### src/rtl/usart_tx_fsm_if.sv
// Transmit-side register/pin bundle for usart_tx_fsm: control fields and write strobe in,
// serial line, status flags and FSM state out.
interface usart_tx_fsm_if;
  logic       i_TXEN;
  logic       i_txclk;
  logic [2:0] i_ucsz;
  logic [1:0] i_upm;
  logic       i_usbs;
  logic [8:0] i_udr;
  logic       i_udr_wr;
  logic       i_txc_clr;
  logic       o_txd;
  logic       o_udre;
  logic       o_txc;
  logic       o_busy;
  logic [2:0] o_state;

  // Handshake: a write is taken on a cycle with i_udr_wr=1 and o_udre=1; o_udre is the
  // ready, i_udr_wr the single-cycle valid, and a write with o_udre=0 is dropped.
  modport master (
    output i_TXEN, i_txclk, i_ucsz, i_upm, i_usbs, i_udr, i_udr_wr, i_txc_clr,
    input  o_txd, o_udre, o_txc, o_busy, o_state
  );

  modport slave (
    input  i_TXEN, i_txclk, i_ucsz, i_upm, i_usbs, i_udr, i_udr_wr, i_txc_clr,
    output o_txd, o_udre, o_txc, o_busy, o_state
  );
endinterface

### src/rtl/usart_tx_fsm.sv
// USART transmitter: one-entry transmit buffer feeding a frame serialiser
// (start, 5-9 data bits LSB first, optional parity, 1 or 2 stop bits).
module usart_tx_fsm (
  input  logic          i_fosk,
  input  logic          i_rst_n,
  usart_tx_fsm_if.slave bus
);

  typedef enum logic [2:0] {
    IDLE   = 3'd0,
    START  = 3'd1,
    DATA   = 3'd2,
    PARITY = 3'd3,
    STOP1  = 3'd4,
    STOP2  = 3'd5
  } state_e;

  state_e     state_q;
  logic       txd_q;
  logic       udre_q;
  logic       txc_q;
  logic       par_q;
  logic       par_en_q;
  logic       par_odd_q;
  logic       usbs_q;
  logic [8:0] buf_q;
  logic [8:0] shift_q;
  logic [3:0] cnt_q;
  logic [3:0] nbits_q;
  logic [3:0] nbits_d;
  logic       frame_end;
  logic       load;

  always_comb begin
    nbits_d = 4'd8;
    case (bus.i_ucsz)
      3'b000:  nbits_d = 4'd5;
      3'b001:  nbits_d = 4'd6;
      3'b010:  nbits_d = 4'd7;
      3'b111:  nbits_d = 4'd9;
      default: nbits_d = 4'd8;
    endcase
  end

  // The last stop bit is on the line; the next txclk either ends the frame or starts the next one.
  assign frame_end = (state_q == STOP2) || ((state_q == STOP1) && !usbs_q);
  assign load      = bus.i_txclk && !udre_q && bus.i_TXEN &&
                     ((state_q == IDLE) || frame_end);

  always_ff @(posedge i_fosk or negedge i_rst_n) begin
    if (!i_rst_n) begin
      state_q   <= IDLE;
      txd_q     <= 1'b1;
      udre_q    <= 1'b1;
      txc_q     <= 1'b0;
      par_q     <= 1'b0;
      par_en_q  <= 1'b0;
      par_odd_q <= 1'b0;
      usbs_q    <= 1'b0;
      buf_q     <= 9'd0;
      shift_q   <= 9'd0;
      cnt_q     <= 4'd0;
      nbits_q   <= 4'd0;
    end else begin
      if (bus.i_udr_wr && udre_q) begin
        buf_q  <= bus.i_udr;
        udre_q <= 1'b0;
      end

      if (bus.i_txc_clr) begin
        txc_q <= 1'b0;
      end

      if (load) begin
        shift_q   <= buf_q;
        udre_q    <= 1'b1;
        par_q     <= 1'b0;
        cnt_q     <= 4'd0;
        txd_q     <= 1'b0;
        state_q   <= START;
        nbits_q   <= nbits_d;
        par_en_q  <= bus.i_upm[1];
        par_odd_q <= bus.i_upm[0];
        usbs_q    <= bus.i_usbs;
      end else if (bus.i_txclk) begin
        case (state_q)
          IDLE: begin
            txd_q <= 1'b1;
          end
          START: begin
            txd_q   <= shift_q[0];
            shift_q <= {1'b0, shift_q[8:1]};
            par_q   <= par_q ^ shift_q[0];
            cnt_q   <= 4'd1;
            state_q <= DATA;
          end
          DATA: begin
            if (cnt_q < nbits_q) begin
              txd_q   <= shift_q[0];
              shift_q <= {1'b0, shift_q[8:1]};
              par_q   <= par_q ^ shift_q[0];
              cnt_q   <= cnt_q + 4'd1;
            end else if (par_en_q) begin
              txd_q   <= par_q ^ par_odd_q;
              state_q <= PARITY;
            end else begin
              txd_q   <= 1'b1;
              state_q <= STOP1;
            end
          end
          PARITY: begin
            txd_q   <= 1'b1;
            state_q <= STOP1;
          end
          STOP1, STOP2: begin
            if ((state_q == STOP1) && usbs_q) begin
              txd_q   <= 1'b1;
              state_q <= STOP2;
            end else begin
              // Frame ends with nothing to load; set wins over a same-cycle clear.
              txd_q   <= 1'b1;
              state_q <= IDLE;
              txc_q   <= 1'b1;
            end
          end
          default: begin
            txd_q   <= 1'b1;
            state_q <= IDLE;
          end
        endcase
      end
    end
  end

  assign bus.o_txd   = txd_q;
  assign bus.o_udre  = udre_q;
  assign bus.o_txc   = txc_q;
  assign bus.o_busy  = (state_q != IDLE);
  assign bus.o_state = state_q;

endmodule
### src/flat_wrapper.sv
// flat-port wrapper written by rule: the top's interface ports become plain ports
module usart_tx_fsm_flat 
  (i_fosk, i_rst_n, bus_i_TXEN, bus_i_txclk, bus_i_ucsz, bus_i_upm, bus_i_usbs, bus_i_udr, bus_i_udr_wr, bus_i_txc_clr, bus_o_txd, bus_o_udre, bus_o_txc, bus_o_busy, bus_o_state);
  usart_tx_fsm_if bus_i ();
  input  logic i_fosk;
  input  logic i_rst_n;
  input wire logic [$bits(bus_i.i_TXEN)-1:0] bus_i_TXEN;
  input wire logic [$bits(bus_i.i_txclk)-1:0] bus_i_txclk;
  input wire logic [$bits(bus_i.i_ucsz)-1:0] bus_i_ucsz;
  input wire logic [$bits(bus_i.i_upm)-1:0] bus_i_upm;
  input wire logic [$bits(bus_i.i_usbs)-1:0] bus_i_usbs;
  input wire logic [$bits(bus_i.i_udr)-1:0] bus_i_udr;
  input wire logic [$bits(bus_i.i_udr_wr)-1:0] bus_i_udr_wr;
  input wire logic [$bits(bus_i.i_txc_clr)-1:0] bus_i_txc_clr;
  output wire logic [$bits(bus_i.o_txd)-1:0] bus_o_txd;
  output wire logic [$bits(bus_i.o_udre)-1:0] bus_o_udre;
  output wire logic [$bits(bus_i.o_txc)-1:0] bus_o_txc;
  output wire logic [$bits(bus_i.o_busy)-1:0] bus_o_busy;
  output wire logic [$bits(bus_i.o_state)-1:0] bus_o_state;
  assign bus_i.i_TXEN = bus_i_TXEN;
  assign bus_i.i_txclk = bus_i_txclk;
  assign bus_i.i_ucsz = bus_i_ucsz;
  assign bus_i.i_upm = bus_i_upm;
  assign bus_i.i_usbs = bus_i_usbs;
  assign bus_i.i_udr = bus_i_udr;
  assign bus_i.i_udr_wr = bus_i_udr_wr;
  assign bus_i.i_txc_clr = bus_i_txc_clr;
  assign bus_o_txd = bus_i.o_txd;
  assign bus_o_udre = bus_i.o_udre;
  assign bus_o_txc = bus_i.o_txc;
  assign bus_o_busy = bus_i.o_busy;
  assign bus_o_state = bus_i.o_state;
  usart_tx_fsm u_core (.i_fosk(i_fosk), .i_rst_n(i_rst_n), .bus(bus_i));
endmodule
### config.mk
export PLATFORM = sky130hd
export DESIGN_NAME = usart_tx_fsm_flat
export DESIGN_NICKNAME = d
export VERILOG_FILES = /design/src/rtl/usart_tx_fsm_if.sv /design/src/rtl/usart_tx_fsm.sv /design/src/flat_wrapper.sv
export SDC_FILE = /design/constraint.sdc
export NUM_CORES = 1
export LEC_CHECK = 0
export ABC_AREA = 1
export CAP_MARGIN = 10
export CORE_MARGIN = 2
export CORE_UTILIZATION = 45
export CTS_CLUSTER_SIZE = 28
export DETAILED_ROUTE_END_ITERATION = 12
export GPL_ROUTABILITY_DRIVEN = 1
export PLACE_DENSITY = 0.8
export SKIP_CTS_REPAIR_TIMING = 1
export SLEW_MARGIN = 5
export SYNTH_ARGS = -nofsm -noshare
export SYNTH_HDL_FRONTEND = slang
export SYNTH_SLANG_ARGS = --single-unit
### constraint.sdc
create_clock -name i_fosk -period 1.7 [get_ports i_fosk]
set_input_delay 0.34 -clock i_fosk [delete_from_list [all_inputs] [get_ports i_fosk]]
set_output_delay 0.34 -clock i_fosk [all_outputs]
set_load 0.01 [all_outputs]
==> results of run 1 <==
==> worst register-to-register path: cells and delay by family, from the launching register on <==
kind                     cells  cell delay (ps)
adder cells (fa/ha/maj)      1              300
flip-flops                   1              410
AND/OR/NAND/NOR              8              750
==> synth_stat cells (all sizes together), types with 2 or more instances <==
master / count
xor2: 2
o21ai: 6
mux2: 9
dfrtp: 34
inv: 22
nor2: 8
a21oi: 4
nand3: 30
nand2: 85
nand4: 2
ha: 4
buf: 7
dfstp: 2
==> power groups by stage <==
stage	clock network [mW]	registers [mW]	logic, mW
after floorplan	0	1.48	1.28
after global placement	0	1.49	1.83
after detailed placement	0	1.49	1.90
after CTS	0.652	1.48	1.90
after global routing	0.685	1.53	2.21
final	0.647	1.49	1.95
==> sequential cells by signal (all words and copies together) (netlist names) <==
register,count
u_core.cnt_q,4
u_core.shift_q,9
u_core.par_q,1
u_core.bus.o_txc,1
u_core.bus.o_state,3
u_core.buf_q,9
u_core.nbits_q,4
u_core.bus.o_txd,1
u_core.bus.o_udre,1
u_core.usbs_q,1
u_core.par_odd_q,1
u_core.par_en_q,1
==> routing by layer <==
metal	global-route usage [%]	up-vias	part of all wire, %
met2	31.7	39	47
met3	4.61	6	4.2
met1	28.0	726	47
li1	-	792	-
met4	8.50	0	1.7
met5	0	-	0
==> path summary, 6_finish.rpt <==
path	end	slack, ps
setup / recovery	bus_o_state[0]	40
hold / removal	u_core.nbits_q[0]	410
setup reg to reg	u_core.cnt_q[0]	120
hold reg to reg	u_core.shift_q[7]	480
max in group asynchronous	u_core.bus.o_txd	1040
min in group i_fosk	u_core.shift_q[7]	480
==> cells by family (layout without fill, tap and decap cells) <==
group / count (synthesis) / in the layout
adder cells (fa/ha/maj): 4 / 4
buffers and inverters: 30 / 67
XOR/XNOR: 3 / 3
flip-flops: 36 / 36
AO/OA/AOI/OAI: 14 / 14
AND/OR/NAND/NOR: 128 / 128
multiplexers: 9 / 9
==> final cells by class <==
cell class                      count  area share, %
Clock inverter                      1          0.320
Timing Repair Buffer               37           15.8
Multi-Input combinational cell    158           35.4
Inverter                           22           3.52
Sequential cell                    36           38.6
Tap cell                           50           2.67
Clock buffer                        7           3.68
==> results.toml, run 1 <==
[worst_setup_path]
r2r_cells = 9
cp-start-kind = "register"
startpoint = "u_core.bus.o_state[0]"
crit_path_max_incr_delay_ps = 530
cp_top_family = "buffers and inverters"
cp-end-kind = "output pin"
crit_path_cell_trace = "buf_4, clkdlybuf4s50_1"
crit_fanout = 4
worstPathArrival_ps = 1320
r2r-start = "u_core.cnt_q[3]"
cpMaxStageDelayCell = "clkdlybuf4s50_1"
crit_type = "register to output pin"
worst-endpoint-required_ps = 1360
crit_buf_inv = 2
cp.depth = 2

[power]
p_clk_share_pct = 15.9
share_comb_of_total_power_pct = 47.7
netSwitchingFraction_pct = 40.8
p_per_area_nw_per_um2 = 1740
sequentialPowerShare_pct = 36.4
p_int_mw = 2.41
power.leakage_nw = 1.26
p_sw_mw = 1.67
ir_drop_uv = 876
total_power_mw = 4.08

[clocking]
cts.sinks = 36
cts.htree.levels = 2
cts_tree = "done"
path_clk_slew_ps = 70
clk_latency_ps = 300
clockBufferDepth = 2
cts_root_buffer = "clkbuf_8"
numCtsBuffers = 5

[timing]
fmax_ghz = 0.603
fin_crit_sh_pct = 97.5
drv_slew = 0
worst_slack_ps = 42.1
period_needed_ps = 1660
rsz0062_at_grt = "false"
final-setup-viol-count = 0
hold_viol = 0
hold_slack_ps = 412
tns_ps = 0
worst_slew_pin_slew_ps = 344
slew_headroom_pct = 77.0
skew_ps = 12.5

[synth]
syn_avg_cell_area_um2 = 8.31
synth_area_um2 = 1860
ys_warn_count = 0
synth_top_family_by_area = "simple AND/OR/NAND/NOR gates"
synthMuxAreaShare_pct = 5.44
seq_area_frac_synth_pct = 48.5
synth_top_area_share_pct = 45.7
synth_edf_count = 0
synth_largest_area_cell = "dfrtp_1"
synth_seq_cells = 36
synth_cell_types = 30
synth-main-ff-cell = "dfrtp_1"
synth_nets = 249
synth_compound_area_share_pct = 4.91
yosys.area_share.simple_pct = 29.9
synth-async-reset-ratio_pct = 100
synth_xor_area_share_pct = 1.41
synth_fa_ha_area_share_pct = 2.69
syn_inst = 224
synthTopCellsByArea = "dfrtp_1 46%, nand2_1 16%, nand3_1 7.5%"

[placement]
hpwl_mm = 2.86
routabilityCongestion = 0.831
post_dp_cell_area_um2 = 2220
portBuffers = 27
dp.cells = 302
place_ws_ps = -39.1

[final_layout]
regArea_um2 = 905
fin_util_pct = 58.6
instances_no_fill = 311
drive_gt1_share_pct = 15.7
multi_input_area_um2 = 831
final_area_um2 = 2350
num-fill-cells = 350
syn_to_final_growth_pct = 26.0
layout_common_cells = "81 x nand2_1, 33 x dfrtp_1, 28 x nand3_1, 23 x clkdlybuf4s50_1, 17 x inv_1"
num-nets-final = 285
n_antenna_cell = 0
final_common_cell = "nand2_1"

[status]
status = "finished, final reports clean"

[run]
drv_cap = 0

[route]
drtIter0Drc = 89
wl_mm = 4.04
antenna_left = 0
avgRoutedWirePerCell_um = 13.0
via_per_inst = 5.03
drc = 0
first_pass_iters = 4
vias = 1563

[global_route]
grt_pass1_vias = 1538
grt_max_degree = 37
gr-total-overflow = 0
antenna_found_initial = 0
grt_pass1_wl_mm = 7.01
grtUsageTotal_pct = 20.6

[floorplanning]
pin_count = 28
chipWidth_um = 68.3
num_rows = 23
coreArea_um2 = 4000
start_util_pct = 46.5
die_y_um = 68.3
dieArea_um2 = 4670

[hold_path]
hold_class = "input pin to async pin"
Power figures use the tool's default switching activity.
==> run 2: changes to the inputs <==
CELL_PAD_IN_SITES_DETAIL_PLACEMENT = 1   (was default)
CELL_PAD_IN_SITES_GLOBAL_PLACEMENT = 2   (was default)
CORE_UTILIZATION = 32   (was 45)
PLACE_DENSITY = 0.91   (was 0.8)
==> run 2 against run 1 <==
Net effect: cell area increased by 5.3%; setup slack about the same; combinational power increased by 13%; global-route usage decreased by 4.4 points; clock power increased by 16%; non-clock buffer count increased by 5; core utilization decreased by 14 points; wire length increased by 17%; sequential power about the same; largest cell class unchanged.
==> results.toml, run 2 (synthesis gave the netlist of run 1 again) <==
[worst_setup_path]
crit_type = "register to output pin"
worstPathArrival_ps = 1320
cp-start-kind = "register"
cp-end-kind = "output pin"
crit_fanout = 4
worst-endpoint-required_ps = 1360

[timing]
period_needed_ps = 1660
hold_viol = 0
skew_ps = 5.13
drv_slew = 0
fin_crit_sh_pct = 97.5
fmax_ghz = 0.603
slew_headroom_pct = 72.6
worst_slew_pin_slew_ps = 411
rsz0062_at_grt = "true"
final-setup-viol-count = 0
worst_slack_ps = 41.7

[power]
share_comb_of_total_power_pct = 49.6
ir_drop_uv = 604
p_sw_mw = 1.76
p_per_area_nw_per_um2 = 1800
p_clk_share_pct = 16.9
total_power_mw = 4.44
netSwitchingFraction_pct = 39.5
power.leakage_nw = 1.29
sequentialPowerShare_pct = 33.5
p_int_mw = 2.68

[final_layout]
fin_util_pct = 44.3
final_area_um2 = 2470
layout_common_cells = "81 x nand2_1, 34 x dfrtp_1, 28 x nand3_1, 22 x clkdlybuf4s50_1, 16 x inv_1"
syn_to_final_growth_pct = 32.7
largestRegisters = "u_core.buf_q: 9 flops, u_core.shift_q: 9 flops"
n_antenna_cell = 0
final_common_cell = "nand2_1"
drive_gt1_share_pct = 17.7
num-nets-final = 290

[placement]
post_dp_cell_area_um2 = 2260
portBuffers = 27
place_ws_ps = -171
hpwl_mm = 3.33
routabilityCongestion = 0.749

[floorplanning]
num_rows = 27
coreArea_um2 = 5570
start_util_pct = 33.4
die_y_um = 80.3
dieArea_um2 = 6440
pin_count = 28
chipWidth_um = 80.3

[clocking]
clockBufferDepth = 2
numCtsBuffers = 5
cts_root_buffer = "clkbuf_8"
cts.htree.levels = 2
path_clk_slew_ps = 80
clk_latency_ps = 290
cts.sinks = 36
cts_tree = "done"

[global_route]
gr-total-overflow = 0
grt_pass1_wl_mm = 8.00
antenna_found_initial = 0
grtUsageTotal_pct = 16.1
grt_max_degree = 23
grt_pass1_vias = 1726

[route]
avgRoutedWirePerCell_um = 13.9
drtIter0Drc = 53
antenna_left = 0
wl_mm = 4.71
first_pass_iters = 4
vias = 1627
via_per_inst = 4.81
drc = 0

[status]
status = "finished, final reports clean"

[hold_path]
hold_class = "register to register"

[run]
drv_cap = 0
## run 2: worst max-delay path, cell delays in order, from the launching register on
cell	delay, ps
dfrtp_1	370
buf_4	130
clkdlybuf4s50_1	520
## run 2: area by class of cell
type | count | area, µm²
fillers | 663 | 3100
flip-flops and latches | 36 | 903
multi-input cells | 158 | 860
repair buffers | 42 | 428
well taps | 72 | 90.1
inverters | 22 | 82.6
clock buffers | 6 | 72.6
clock inverters | 2 | 35.0
## run 2: worst paths after layout
kind / start / endpoint / slack (ps) / cells after the start
max: u_core.bus.o_state[0] / bus_o_state[0] / 40 / 2
min: u_core.usbs_q / u_core.usbs_q / 470 / 2
max reg2reg: u_core.cnt_q[1] / u_core.shift_q[1] / 90 / 9
min reg2reg: u_core.usbs_q / u_core.usbs_q / 470 / 2
max in group asynchronous: i_rst_n / u_core.bus.o_udre / 650 / 3
min in group asynchronous: i_rst_n / u_core.par_en_q / 510 / 2
## run 2: power groups by stage
stage | Sequential (mW) | Clock [mW] | Combinational, mW
2_1_floorplan | 1.48 | 0 | 1.28
3_3_place_gp | 1.49 | 0 | 1.89
3_5_place_dp | 1.51 | 0 | 1.95
4_1_cts | 1.49 | 0.770 | 1.97
5_1_grt | 1.53 | 0.816 | 2.48
6_report | 1.49 | 0.750 | 2.20
## run 2: routing by layer
layer | track usage [%] | part of all wire, % | up-vias
met5 | 0 | 0 | -
met4 | 4.07 | 0.98 | 0
met3 | 3.03 | 3.9 | 7
met2 | 29.0 | 51 | 31
met1 | 19.7 | 44 | 790
li1 | - | - | 799
## run 2: metrics by stage
step	instances	setup TNS [ps]	hold slack (ps)
CTS	334	-137	-13.7
finish	338	0	475
floorplan	224	0	44.4
global route	338	-69.4	504
global placement	326	-377	290
detailed placement	326	-1730	301
